## src/rtl/rx_comma_phase_ctrl.sv

```systemverilog
// rx_comma_phase_ctrl
//
// Comma-based phase-lock controller for the 20b-to-10b RX unpacker (1G Ethernet).
// It scans each raw 20b transceiver word for K28.5 (either running disparity)
// in the upper and the lower 10b half. It picks the half that carries code-group
// alignment, drives the unpacker's align_event / prefer_upper_first controls,
// and tracks lock. Lock is dropped on misaligned commas or on comma starvation,
// and is re-acquired automatically.
//
// Ports:
//   clk                 in   1  RXUSRCLK2, single clock domain
//   rst                 in   1  synchronous, active-high reset
//   rwenb               in  20  raw transceiver word {upper[19:10], lower[9:0]}
//   rwenb_valid         in   1  rwenb carries a fresh word this cycle
//   align_event         out  1  one-cycle pulse on each lock acquisition
//   prefer_upper_first  out  1  1 = aligned comma sits in the upper half
//   locked              out  1  high while in SYNC
//   relock_cnt          out  8  saturating count of SYNC->LOS transitions
//
// Configuration macro:
//   RX_PHASE_STATS_EN   defined: relock_cnt counter is built.
//                       undefined: relock_cnt is tied to 8'd0.
//
// Handshake: a word is consumed on every rising edge where rwenb_valid is high.
// There is no backpressure. When rwenb_valid is low, all state and counters hold.
//
// Latency: state and counters update on the edge that accepts a word. The
// outputs are registered from that state one edge later.

module rx_comma_phase_ctrl #(
    parameter int          ACQ_COMMAS   = 3,
    parameter int          GOOD_COMMAS  = 4,
    parameter int          ERR_MAX      = 4,
    parameter int          COMMA_WINDOW = 64,
    parameter logic [9:0]  COMMA_NEG    = 10'h0FA,
    parameter logic [9:0]  COMMA_POS    = 10'h305
) (
    input  logic        clk,
    input  logic        rst,
    input  logic [19:0] rwenb,
    input  logic        rwenb_valid,
    output logic        align_event,
    output logic        prefer_upper_first,
    output logic        locked,
    output logic [7:0]  relock_cnt
);

    localparam logic [7:0]  ACQ_C  = 8'(ACQ_COMMAS);
    localparam logic [7:0]  GOOD_C = 8'(GOOD_COMMAS);
    localparam logic [7:0]  ERR_C  = 8'(ERR_MAX);
    localparam logic [15:0] WIN_C  = 16'(COMMA_WINDOW);

    typedef enum logic [1:0] {
        ST_LOS  = 2'd0,
        ST_ACQ  = 2'd1,
        ST_SYNC = 2'd2
    } state_t;

    state_t      state_q, state_d;
    logic        cand_q, cand_d;
    logic [7:0]  good_q, good_d;
    logic [7:0]  err_q, err_d;
    logic [15:0] win_q, win_d;
    logic        lock_pulse_q, lock_pulse_d;

    logic        hit_u, hit_l;
    logic        correct_comma, wrong_comma;
    logic [7:0]  good_inc, err_inc;
    logic [15:0] win_inc;

    assign hit_u = (rwenb[19:10] == COMMA_NEG) || (rwenb[19:10] == COMMA_POS);
    assign hit_l = (rwenb[9:0]   == COMMA_NEG) || (rwenb[9:0]   == COMMA_POS);

    // A word with commas in both halves counts as correct because the
    // candidate half hits. "Wrong" means only the opposite half hits.
    assign correct_comma = cand_q ? hit_u : hit_l;
    assign wrong_comma   = cand_q ? (hit_l && !hit_u) : (hit_u && !hit_l);

    assign good_inc = good_q + 8'd1;
    assign err_inc  = err_q + 8'd1;
    assign win_inc  = win_q + 16'd1;

    always_comb begin
        state_d      = state_q;
        cand_d       = cand_q;
        good_d       = good_q;
        err_d        = err_q;
        win_d        = win_q;
        lock_pulse_d = 1'b0;

        if (rwenb_valid) begin
            case (state_q)
                ST_LOS: begin
                    if (hit_u || hit_l) begin
                        // Upper wins when both halves carry a comma.
                        cand_d = hit_u;
                        err_d  = 8'd0;
                        win_d  = 16'd0;
                        if (ACQ_C == 8'd1) begin
                            state_d      = ST_SYNC;
                            good_d       = 8'd0;
                            lock_pulse_d = 1'b1;
                        end else begin
                            state_d = ST_ACQ;
                            good_d  = 8'd1;
                        end
                    end
                end

                ST_ACQ: begin
                    if (correct_comma) begin
                        win_d = 16'd0;
                        if (good_inc == ACQ_C) begin
                            state_d      = ST_SYNC;
                            good_d       = 8'd0;
                            err_d        = 8'd0;
                            lock_pulse_d = 1'b1;
                        end else begin
                            good_d = good_inc;
                        end
                    end else if (wrong_comma) begin
                        // Restart the acquisition on the half that just hit.
                        cand_d = !cand_q;
                        good_d = 8'd1;
                        win_d  = 16'd0;
                    end else if (win_inc == WIN_C) begin
                        state_d = ST_LOS;
                        good_d  = 8'd0;
                        err_d   = 8'd0;
                        win_d   = 16'd0;
                    end else begin
                        win_d = win_inc;
                    end
                end

                ST_SYNC: begin
                    if (correct_comma) begin
                        win_d = 16'd0;
                        if (good_inc == GOOD_C) begin
                            good_d = 8'd0;
                            err_d  = 8'd0;
                        end else begin
                            good_d = good_inc;
                        end
                    end else begin
                        // A wrong comma is also a word without a correct-half
                        // comma, so it advances the starvation window as well.
                        if ((wrong_comma && (err_inc == ERR_C)) || (win_inc == WIN_C)) begin
                            state_d = ST_LOS;
                            good_d  = 8'd0;
                            err_d   = 8'd0;
                            win_d   = 16'd0;
                        end else begin
                            win_d = win_inc;
                            if (wrong_comma) begin
                                err_d  = err_inc;
                                good_d = 8'd0;
                            end
                        end
                    end
                end

                default: begin
                    state_d = ST_LOS;
                    good_d  = 8'd0;
                    err_d   = 8'd0;
                    win_d   = 16'd0;
                end
            endcase
        end
    end

    always_ff @(posedge clk) begin
        if (rst) begin
            state_q            <= ST_LOS;
            cand_q             <= 1'b1;
            good_q             <= 8'd0;
            err_q              <= 8'd0;
            win_q              <= 16'd0;
            lock_pulse_q       <= 1'b0;
            align_event        <= 1'b0;
            prefer_upper_first <= 1'b1;
            locked             <= 1'b0;
        end else begin
            state_q      <= state_d;
            cand_q       <= cand_d;
            good_q       <= good_d;
            err_q        <= err_d;
            win_q        <= win_d;
            lock_pulse_q <= lock_pulse_d;
            align_event  <= lock_pulse_q;
            // cand_q cannot change while in SYNC, so it is still the locked
            // half one edge after the acquisition.
            if (lock_pulse_q) begin
                prefer_upper_first <= cand_q;
            end
            locked <= (state_q == ST_SYNC);
        end
    end

`ifdef RX_PHASE_STATS_EN
    logic       loss_q;
    logic [7:0] relock_q;

    always_ff @(posedge clk) begin
        if (rst) begin
            loss_q   <= 1'b0;
            relock_q <= 8'd0;
        end else begin
            loss_q <= (state_q == ST_SYNC) && (state_d == ST_LOS);
            if (loss_q && (relock_q != 8'hFF)) begin
                relock_q <= relock_q + 8'd1;
            end
        end
    end

    assign relock_cnt = relock_q;
`else
    assign relock_cnt = 8'd0;
`endif

endmodule

```

## config.mk

```make
export PLATFORM = sky130hd
export DESIGN_NAME = rx_comma_phase_ctrl
export DESIGN_NICKNAME = d
export VERILOG_FILES = /design/src/rtl/rx_comma_phase_ctrl.sv
export SDC_FILE = /design/constraint.sdc
export NUM_CORES = 1
export LEC_CHECK = 0
export CAP_MARGIN = 0
export CORE_UTILIZATION = 45
export DETAILED_ROUTE_END_ITERATION = 10
export PLACE_DENSITY_LB_ADDON = 0.15
export SETUP_SLACK_MARGIN = 0.5
export SYNTH_ARGS = -nofsm -noshare
export SYNTH_HDL_FRONTEND = slang
export SYNTH_SLANG_ARGS = --single-unit
```

## constraint.sdc

```tcl
create_clock -name clk -period 2.5 [get_ports clk]
set_input_delay 0.375 -clock clk [delete_from_list [all_inputs] [get_ports clk]]
set_output_delay 0.375 -clock clk [all_outputs]
set_load 0.02 [all_outputs]
```

* Word level (Yosys, flattened, before mapping) *
Cells that the tools add are included.
W data, S select, Z words.

storage, ports and cells
  register bits = 39
  memory bits (read-only) = 0
  bits in writable memories = 0
  memories = 0
  word-level logic and storage cells = 95
  latch bits = 0
  bits of input ports = 23

operators by class
  div/mod/pow operators = 0
  mux-type cells = 41
  bitwise gates (word level) = 3
  order comparisons = 0
  equal/unequal tests = 21
  multipliers = 0
  shift operators = 0
  add/sub/neg operators = 3
  reduce and logical (&&, ||, !) cells = 18

operator list
  cell                     count
  $mux W8                  17
  $mux W16                 6
  $pmux W16 S3             1
  $pmux W8 S3              2
  $eq A10 B10 Y1 const B   2
  $eq A10 B8 Y1 const B    2
  $add A16 B1 Y16 const B  1
  $add A8 B1 Y8 const B    2
  $eq A16 B7 Y1 const B    1
  $eq A8 B3 Y1 const B     2
  $mux W2                  7
  $reduce_and A7 Y1        2
  $ne A3 B3 Y1 const B     4
  $ne A2 B2 Y1 const B     5
  $eq A8 B2 Y1 const B     1
  $ne A4 B4 Y1 const B     2
  $mux W1                  6
  $pmux W2 S3              1
  $reduce_and A5 Y1        1
  $logic_or A1 B1 Y1       4
  $reduce_and A4 Y1        1
  $reduce_or A4 Y1         1
  $logic_and A1 B1 Y1      3
  $logic_not A1 Y1         3
  7 further kinds          9

* Depth between registers and ports, before layout *
Gate-level depths: netlist (run 1).

  depth in word-level cells = 10
  gate-level depth with buffers = 11
  mapped depth without buffers = 9

* Worst setup path after synthesis (run 1) *
OpenSTA, ideal clock, no wires.

  path type = flip-flop to flip-flop
  start = register win_q[0]
  end = register err_q[3]
  arrival time = 2.459 ns
  cell stages (with the launch flop) = 10
  setup slack = -0.052 ns
  setup time = 0.093 ns
  cells stage by stage = dfxtp_1 > ha_1 > nand4_1 > or3_1 > mux2_2 > nand4_1 > nor2_2 > or4b_1 > buf_6 > o311ai_2

on the way
  cells in the longest elaborated chain, start to end = 6
  elaborated cells on any way between the ends = 9
  those cells by class = add/sub: 1; eq/ne: 3; mux: 3; reduce/logical: 2

ends and longest elaborated chain
  what                      line      text
  start: declaration        63        logic [15:0] win_q, win_d;
  start signal: assignment  189       win_q <= win_d;
  $add A16 B1 Y16 *         81        assign win_inc = win_q + 16'd1;
  $eq A16 B7 Y1 *           126, 148
  $logic_or A1 B1 Y1        148       if ((wrong_comma && (err_inc == ERR_C)) || (win_inc == WIN_C)) begin
  $mux W8                   148
  $mux W8                   137       if (correct_comma) begin
  $pmux W8 S3               92        case (state_q)
  end signal: assignment    188       err_q <= err_d;
  end: declaration          62        logic [7:0] err_q, err_d;

Every way passes the cells marked *; elsewhere a longest branch is shown, timed or not.
A chain may end at the register's enable or synchronous reset.

* Worst setup path in the final report (run 1) *
  start = register win_q[1]
  end = register good_q[3]

on the way
  cells in the longest elaborated chain, start to end = 6
  elaborated cells on any way between the ends = 9
  those cells by class = add/sub: 1; eq/ne: 3; mux: 3; reduce/logical: 2

ends and longest elaborated chain
  what                    line      text
  $add A16 B1 Y16 *       81
  $eq A16 B7 Y1 *         126, 148
  $logic_or A1 B1 Y1      148
  $mux W8                 148
  $mux W8                 137
  $pmux W8 S3             92
  end signal: assignment  187       good_q <= good_d;
  end: declaration        61        logic [7:0] good_q, good_d;

Marked as above.

==> results.sh, run 1 <==
export IMPL_period_needed_ns=2.66
export IMPL_ys_types=66
export IMPL_grt_antenna_before_repair=0
export IMPL_cp_depth=12
export IMPL_pre_cts_ws_ns=-0.464
export IMPL_min_path_type="reg2reg"
export IMPL_wl_met3_um=1040
export IMPL_cpPeakStageDelay_ns=0.43
export IMPL_reg2reg_depth=12
export IMPL_grt_pass1_vias=3071
export IMPL_crit_path_end_kind="register"
export IMPL_p_comb_share_pct=6.6
export IMPL_wirelength_um=11500
export IMPL_syn_instance_count=361
export IMPL_slew_headroom_pct=64.0
export IMPL_drc=0
export IMPL_violations="setup timing"
export IMPL_viasPerCell=6.40
export IMPL_wl_met1_um=4380
export IMPL_ys_ff_latch=39
export IMPL_highest_layer="met4"
export IMPL_synth_compound_area_share_pct=20.6
export IMPL_power_leakage_uw=0.00184
export IMPL_fillCellCount=339
export IMPL_outcome="finished with violations"
export IMPL_clock_sinks=39
export IMPL_synth_warning_count=0
export IMPL_synth_top_family_by_area="simple AND/OR/NAND/NOR gates"
export IMPL_synthAdderAreaFrac_pct=4.10
export IMPL_arrival_ns=2.89
export IMPL_diodes=0
export IMPL_crit_buf_inv=4
export IMPL_setup_ws_ns=-0.155
export IMPL_slowest_stage="or4_4"
export IMPL_numCtsBuffers=5
export IMPL_insertion_delay_ns=0.32
export IMPL_synth_xor_area_share_pct=3.19
export IMPL_cp_start_kind="register"
export IMPL_finalSetupViolCount=27
export IMPL_io_pin_count=34
export IMPL_root_buffer="clkbuf_8"
export IMPL_layout_drive_gt1_share_pct=47.3
export IMPL_synth_avg_cell_area_um2=7.60
export IMPL_hpwlAfterDp_um=5460
export IMPL_ir_drop_v=0.000297
export IMPL_track_usage_pct=28.7
export IMPL_rsz0062_at_grt="true"
export IMPL_wl_per_cell_um=20.3
export IMPL_cpLargestDelayFamily="simple AND/OR/NAND/NOR gates"
export IMPL_placementRows=28
export IMPL_dieArea_mm2=0.00641
export IMPL_core_area_mm2=0.00589
export IMPL_hold_viol_final=0
export IMPL_fin_crit_sh_pct=106
export IMPL_drtIter0Drc=363
export IMPL_die_w_um=80.1
export IMPL_grt_pass1_wl_um=14400
export IMPL_multiInputGateArea_mm2=0.00238
export IMPL_switchingPower_uw=310
export IMPL_syn_area_mm2=0.00274
export IMPL_wl_met2_um=5430
export IMPL_crit_chain="buf_6, nand4_1, buf_6, nor4_4, buf_4, xnor2_4, nand4_1, nor2_4, buf_12, o31ai_4, or4_4, a21oi_2"
export IMPL_utilization_pct=80.7
export IMPL_max_cap_viol_count=0
export IMPL_regArea_um2=813
export IMPL_max_freq_mhz=377
export IMPL_nets=524
export IMPL_antenna_left=0
export IMPL_report_final_slew_viol_count=0
export IMPL_p_int_uw=1060
export IMPL_yosysSeqAreaShare_pct=28.5
export IMPL_start_util_pct=46.6
export IMPL_vias=3635
export IMPL_synthSimpleGateAreaFrac_pct=35.1
export IMPL_io_buffers=25
export IMPL_powerDensity_mw_per_mm2=288
export IMPL_clk_pin_slew_ns=0.09
export IMPL_syn2layout_area_growth_pct=73.1
export IMPL_grt_ovfl_total=0
export IMPL_worstHoldPathCells=2
export IMPL_power_frac_seq_pct=45.0
export IMPL_die_h_um=80.1
export IMPL_critical_path_class="reg2reg"
export IMPL_synth_edf_count=0
export IMPL_drt_first_pass_iters=5
export IMPL_ys_flop_type="dfxtp_1"
export IMPL_clockPowerShare_pct=48.3
export IMPL_synth_mux_area_fraction_pct=1.92
export IMPL_cts_max_path_buffers=2
export IMPL_critPathRequiredTime_ns=2.74
export IMPL_crit_fanout=5
export IMPL_cts_tree="built"
export IMPL_worst_pin_slew_ns=0.539
export IMPL_async_flop_share_pct=0
export IMPL_cts_htree_levels=2
export IMPL_skew_ns=0.00895
export IMPL_place_congestion=0.881
export IMPL_swShare_pct=22.7
export IMPL_grt_max_degree=40
cell type report:
cell class              count  share of cell area, %
repair buffers            139                   26.8
inverters                  14                   1.11
multi-input cells         293                   50.1
flip-flops and latches     39                   17.1
well taps                  75                   1.98
clock inverters             3                   1.42
clock buffers               5                   1.45
worst paths after layout:
kind,from,to,slack [ns]
worst min-delay path,err_q[7]$_SDFFE_PP0P_,err_q[7]$_SDFFE_PP0P_,0.50
worst min register to register,err_q[7]$_SDFFE_PP0P_,err_q[7]$_SDFFE_PP0P_,0.50
worst max register to register,win_q[1]$_SDFFE_PP0P_,good_q[3]$_SDFFE_PP0P_,-0.16
worst max-delay path,win_q[1]$_SDFFE_PP0P_,good_q[3]$_SDFFE_PP0P_,-0.16
cells by family (layout without fill, tap and decap cells):
family	count (synthesis)	after routing
fa+ha+maj	9	9
flops	39	39
other cells	1	8
buf+inv	36	161
simple gates	177	177
mux	5	5
xor+xnor	10	10
compound gates	84	84
placed cells by master (no fill, tap or decap), drive strengths merged, types with 5 or more instances in the layout:
master and instances:
dfxtp 39, nor3 18, clkbuf 6, a21oi 23, buf 118, conb 8
o21ai 22, nand3b 7, xnor2 8, nor4 5, nor2 28, nand3 23
a31oi 6, or3 5, clkdlybuf4s15 10, nand2b 6, clkdlybuf4s50 5, ha 9
inv 14, dlygate4sd2 5, nand2 44, nand4 13
power by group through the flow:
stage / registers, uW / logic, uW / clock network [uW]
after floorplan: 633 / 41.0 / 0
after global placement: 634 / 79.0 / 0
after detailed placement: 634 / 79.9 / 0
after CTS: 618 / 83.8 / 657
after global routing: 616 / 95.9 / 685
final: 616 / 90.6 / 660
sequential cells by signal (all words and copies together), names as in the netlist:
name	count
win_q	16
lock_pulse_q	1
err_q	8
locked	1
good_q	8
prefer_upper_first	1
align_event	1
cand_q	1
state_q	2
timing repair:
action | in CTS | in global routing
buffers inserted | 28 | 17
hold buffers | 0 | 0
setup endpoints to repair | 35 | 35
gates resized for setup | 106 | 90
pin swaps | 38 | 42
stage by stage:
stage          setup TNS (ns)  cell area [um^2]  hold slack [ns]  power (uW)  cells
6_report                -1.69              4750            0.500        1370    568
5_1_grt                 -3.70              4750            0.531        1400    568
4_1_cts                     0              4250            0.504        1360    551
3_5_place_dp            -9.26              3590            0.490         713    515
3_3_place_gp            -8.06              3590            0.476         713    515
2_1_floorplan               0              2840            0.454         674    368
cell usage after synthesis, types with 9 or more instances:
cell     instances  share of area, %
dfxtp_1         39                28
a21oi_1         23               4.2
o21ai_0         20               3.6
inv_1           14               1.9
nand3_1         23               4.2
nand2_1         43               5.9
nor2_1          27               3.7
ha_1             9               4.1
nand4_1         13               3.0
nor3_1          17               3.1
worst reg2reg max path, stage by stage, from the launching register on:
cell	delay (ns)
dfxtp_4	0.37
buf_6	0.09
nand4_1	0.12
buf_6	0.17
nor4_4	0.25
buf_4	0.18
xnor2_4	0.13
nand4_1	0.20
nor2_4	0.27
buf_12	0.14
o31ai_4	0.08
or4_4	0.43
a21oi_2	0.16
metal layers:
layer / GRT usage, % / vias up
met5: 0 / -
met4: 10.0 / 0
met3: 4.89 / 84
met2: 48.6 / 284
met1: 36.5 / 1693
li1: - / 1574
(Power assumes the default switching activity.)
==> run 2, diff against run 1 <==
--- a/config.mk
+++ b/config.mk
@@ -5,11 +5,11 @@
 export SDC_FILE = /design/constraint.sdc
 export NUM_CORES = 1
 export LEC_CHECK = 0
-export CAP_MARGIN = 0
 export CORE_UTILIZATION = 45
 export DETAILED_ROUTE_END_ITERATION = 10
 export PLACE_DENSITY_LB_ADDON = 0.15
 export SETUP_SLACK_MARGIN = 0.5
+export SKIP_CTS_REPAIR_TIMING = 1
 export SYNTH_ARGS = -nofsm -noshare
 export SYNTH_HDL_FRONTEND = slang
 export SYNTH_SLANG_ARGS = --single-unit
==> constraint.sdc (replaced) <==
create_clock -name clk -period 3.03 [get_ports clk]
set_input_delay 0.4545 -clock clk [delete_from_list [all_inputs] [get_ports clk]]
set_output_delay 0.4545 -clock clk [all_outputs]
set_load 0.02 [all_outputs]
==> run 2 against run 1 <==
The run now ends clean. Critical endpoint is now err_q[2]$_SDFFE_PP0P_. Combinational power is 22% lower. Sequential share of layout area is 3.8 points higher. Largest power group is now sequential cells. Count of clock-buffer cells in the layout is 1 higher. Final cell count is 11% lower. Fmax is 1.6% lower. Via count is 19% lower. Global-route usage is 5.9 points lower.
==> results.sh, run 2 (synthesis results as in run 1) <==
export IMPL_insertion_delay_ns=0.30
export IMPL_pre_cts_ws_ns=0.0291
export IMPL_reg2reg_depth=9
export IMPL_finalSetupViolCount=0
export IMPL_arrival_ns=2.91
export IMPL_crit_fanout=6
export IMPL_placementRows=28
export IMPL_r2r_end="err_q[2]$_SDFFE_PP0P_"
export IMPL_clk_pin_slew_ns=0.08
export IMPL_max_cap_viol_count=0
export IMPL_layout_drive_gt1_share_pct=26.7
export IMPL_wl_per_cell_um=15.5
export IMPL_top_register="win_q"
export IMPL_cts_htree_levels=2
export IMPL_layout_commonest_cell="nand2_1"
export IMPL_syn2layout_area_growth_pct=40.2
export IMPL_diodes=0
export IMPL_worst_pin_slew_ns=0.514
export IMPL_die_w_um=80.1
export IMPL_grt_max_degree=40
export IMPL_numCtsBuffers=5
export IMPL_crit_end="err_q[2]$_SDFFE_PP0P_"
export IMPL_root_buffer="clkbuf_8"
export IMPL_outcome="finished clean"
export IMPL_max_freq_mhz=371
export IMPL_p_total_uw=1040
export IMPL_antenna_left=0
export IMPL_period_needed_ns=2.70
export IMPL_hpwlAfterDp_um=4880
export IMPL_power_leakage_uw=0.00149
export IMPL_critPathRequiredTime_ns=3.24
export IMPL_final_cell_mix="42 x nand2_1, 39 x buf_4, 27 x dfxtp_1, 26 x nor2_1, 23 x nand3_1"
export IMPL_fillCellCount=515
export IMPL_hold_viol_final=0
export IMPL_rsz0062_at_grt="true"
export IMPL_critical_path_class="reg2reg"
export IMPL_wirelength_um=7860
export IMPL_fin_crit_sh_pct=89.1
export IMPL_nets=462
export IMPL_io_pin_count=34
export IMPL_reg_top3="win_q: 16 flops, err_q: 8 flops, good_q: 8 flops"
export IMPL_place_congestion=0.849
export IMPL_powerDensity_mw_per_mm2=271
export IMPL_cpPeakStageDelay_ns=0.59
export IMPL_clock_sinks=39
export IMPL_dieArea_mm2=0.00641
export IMPL_vias=2931
export IMPL_viasPerCell=5.79
export IMPL_drt_first_pass_iters=4
export IMPL_track_usage_pct=22.8
export IMPL_rrSetupSlack_ns=0.33
export IMPL_timing_hold_ws_ns=0.488
export IMPL_r2r_start="good_q[1]$_SDFFE_PP0P_"
export IMPL_min_path_type="reg2reg"
export IMPL_grt_pass1_wl_um=11600
export IMPL_core_area_mm2=0.00589
export IMPL_report_final_slew_viol_count=0
export IMPL_cts_max_path_buffers=2
export IMPL_critPathLaunch="good_q[1]$_SDFFE_PP0P_"
export IMPL_grt_pass1_vias=2461
export IMPL_cp_start_kind="register"
export IMPL_io_buffers=25
export IMPL_grt_antenna_before_repair=0
export IMPL_setup_ws_ns=0.332
export IMPL_start_util_pct=46.6
export IMPL_drc=0
export IMPL_grt_ovfl_total=0
export IMPL_slowest_stage="or4_4"
export IMPL_crit_chain="ha_4, and3_4, nor3_2, a31oi_1, or4_4, o211ai_2, or4b_4, buf_6, o311ai_2"
export IMPL_die_h_um=80.1
export IMPL_largest_register_ffs=16
export IMPL_skew_ns=0.00562
export IMPL_slew_headroom_pct=65.7
export IMPL_crit_path_end_kind="register"
export IMPL_ir_drop_v=0.000182
export IMPL_drtIter0Drc=187
export IMPL_cts_tree="built"
export IMPL_tns_ns=0
==> run 2: how the worst min path moves through the flow <==
stage,cells after the start,from,slack (ns),endpoint
finish,1,lock_pulse_q$_SDFF_PP0_,0.49,align_event$_SDFF_PP0_
global route,1,lock_pulse_q$_SDFF_PP0_,0.51,align_event$_SDFF_PP0_
CTS,1,lock_pulse_q$_SDFF_PP0_,0.49,align_event$_SDFF_PP0_
detailed placement,1,lock_pulse_q$_SDFF_PP0_,0.47,prefer_upper_first$_SDFFE_PP1P_
global placement,1,lock_pulse_q$_SDFF_PP0_,0.47,prefer_upper_first$_SDFFE_PP1P_
floorplan,1,lock_pulse_q$_SDFF_PP0_,0.45,prefer_upper_first$_SDFFE_PP1P_
==> run 2: cell type report <==
type / count / area (um^2) / area share (%)
inverter: 14 / 52.6 / 1.37
sequential: 39 / 803 / 20.9
multi-input combinational: 293 / 2060 / 53.5
clock buffer: 6 / 82.6 / 2.15
timing repair buffer: 77 / 723 / 18.8
clock inverter: 2 / 35.0 / 0.911
tap: 75 / 93.8 / 2.44
==> run 2: per-layer routing <==
metal  GRT usage [%]  wire length [um]
met4            5.71                64
met1            30.7              3590
met3            4.77               308
met2            36.9              3890
met5               0                 0
==> run 2: power breakdown <==
group | switching [uW] | leakage, uW | internal (uW)
Clock | 197 | 0.0000612 | 267
Sequential | 0.356 | 0.000321 | 509
Combinational | 34.8 | 0.00111 | 36.0
==> run 2: worst max-delay path: cells and delay by family, from the launching register on <==
family          cells  cell delay [ns]
buf+inv             1             0.15
fa+ha+maj           1             0.17
compound gates      3             0.48
simple gates        4             1.43
flops               1             0.38
==> run 2: stage by stage <==
stage               instances  utilization, %  cell area, um^2
floorplan                 368               -             2780
global placement          467            53.6             3150
detailed placement        467            53.6             3150
CTS                       475            55.6             3270
global route              506            65.4             3850
finish                    506            65.4             3850
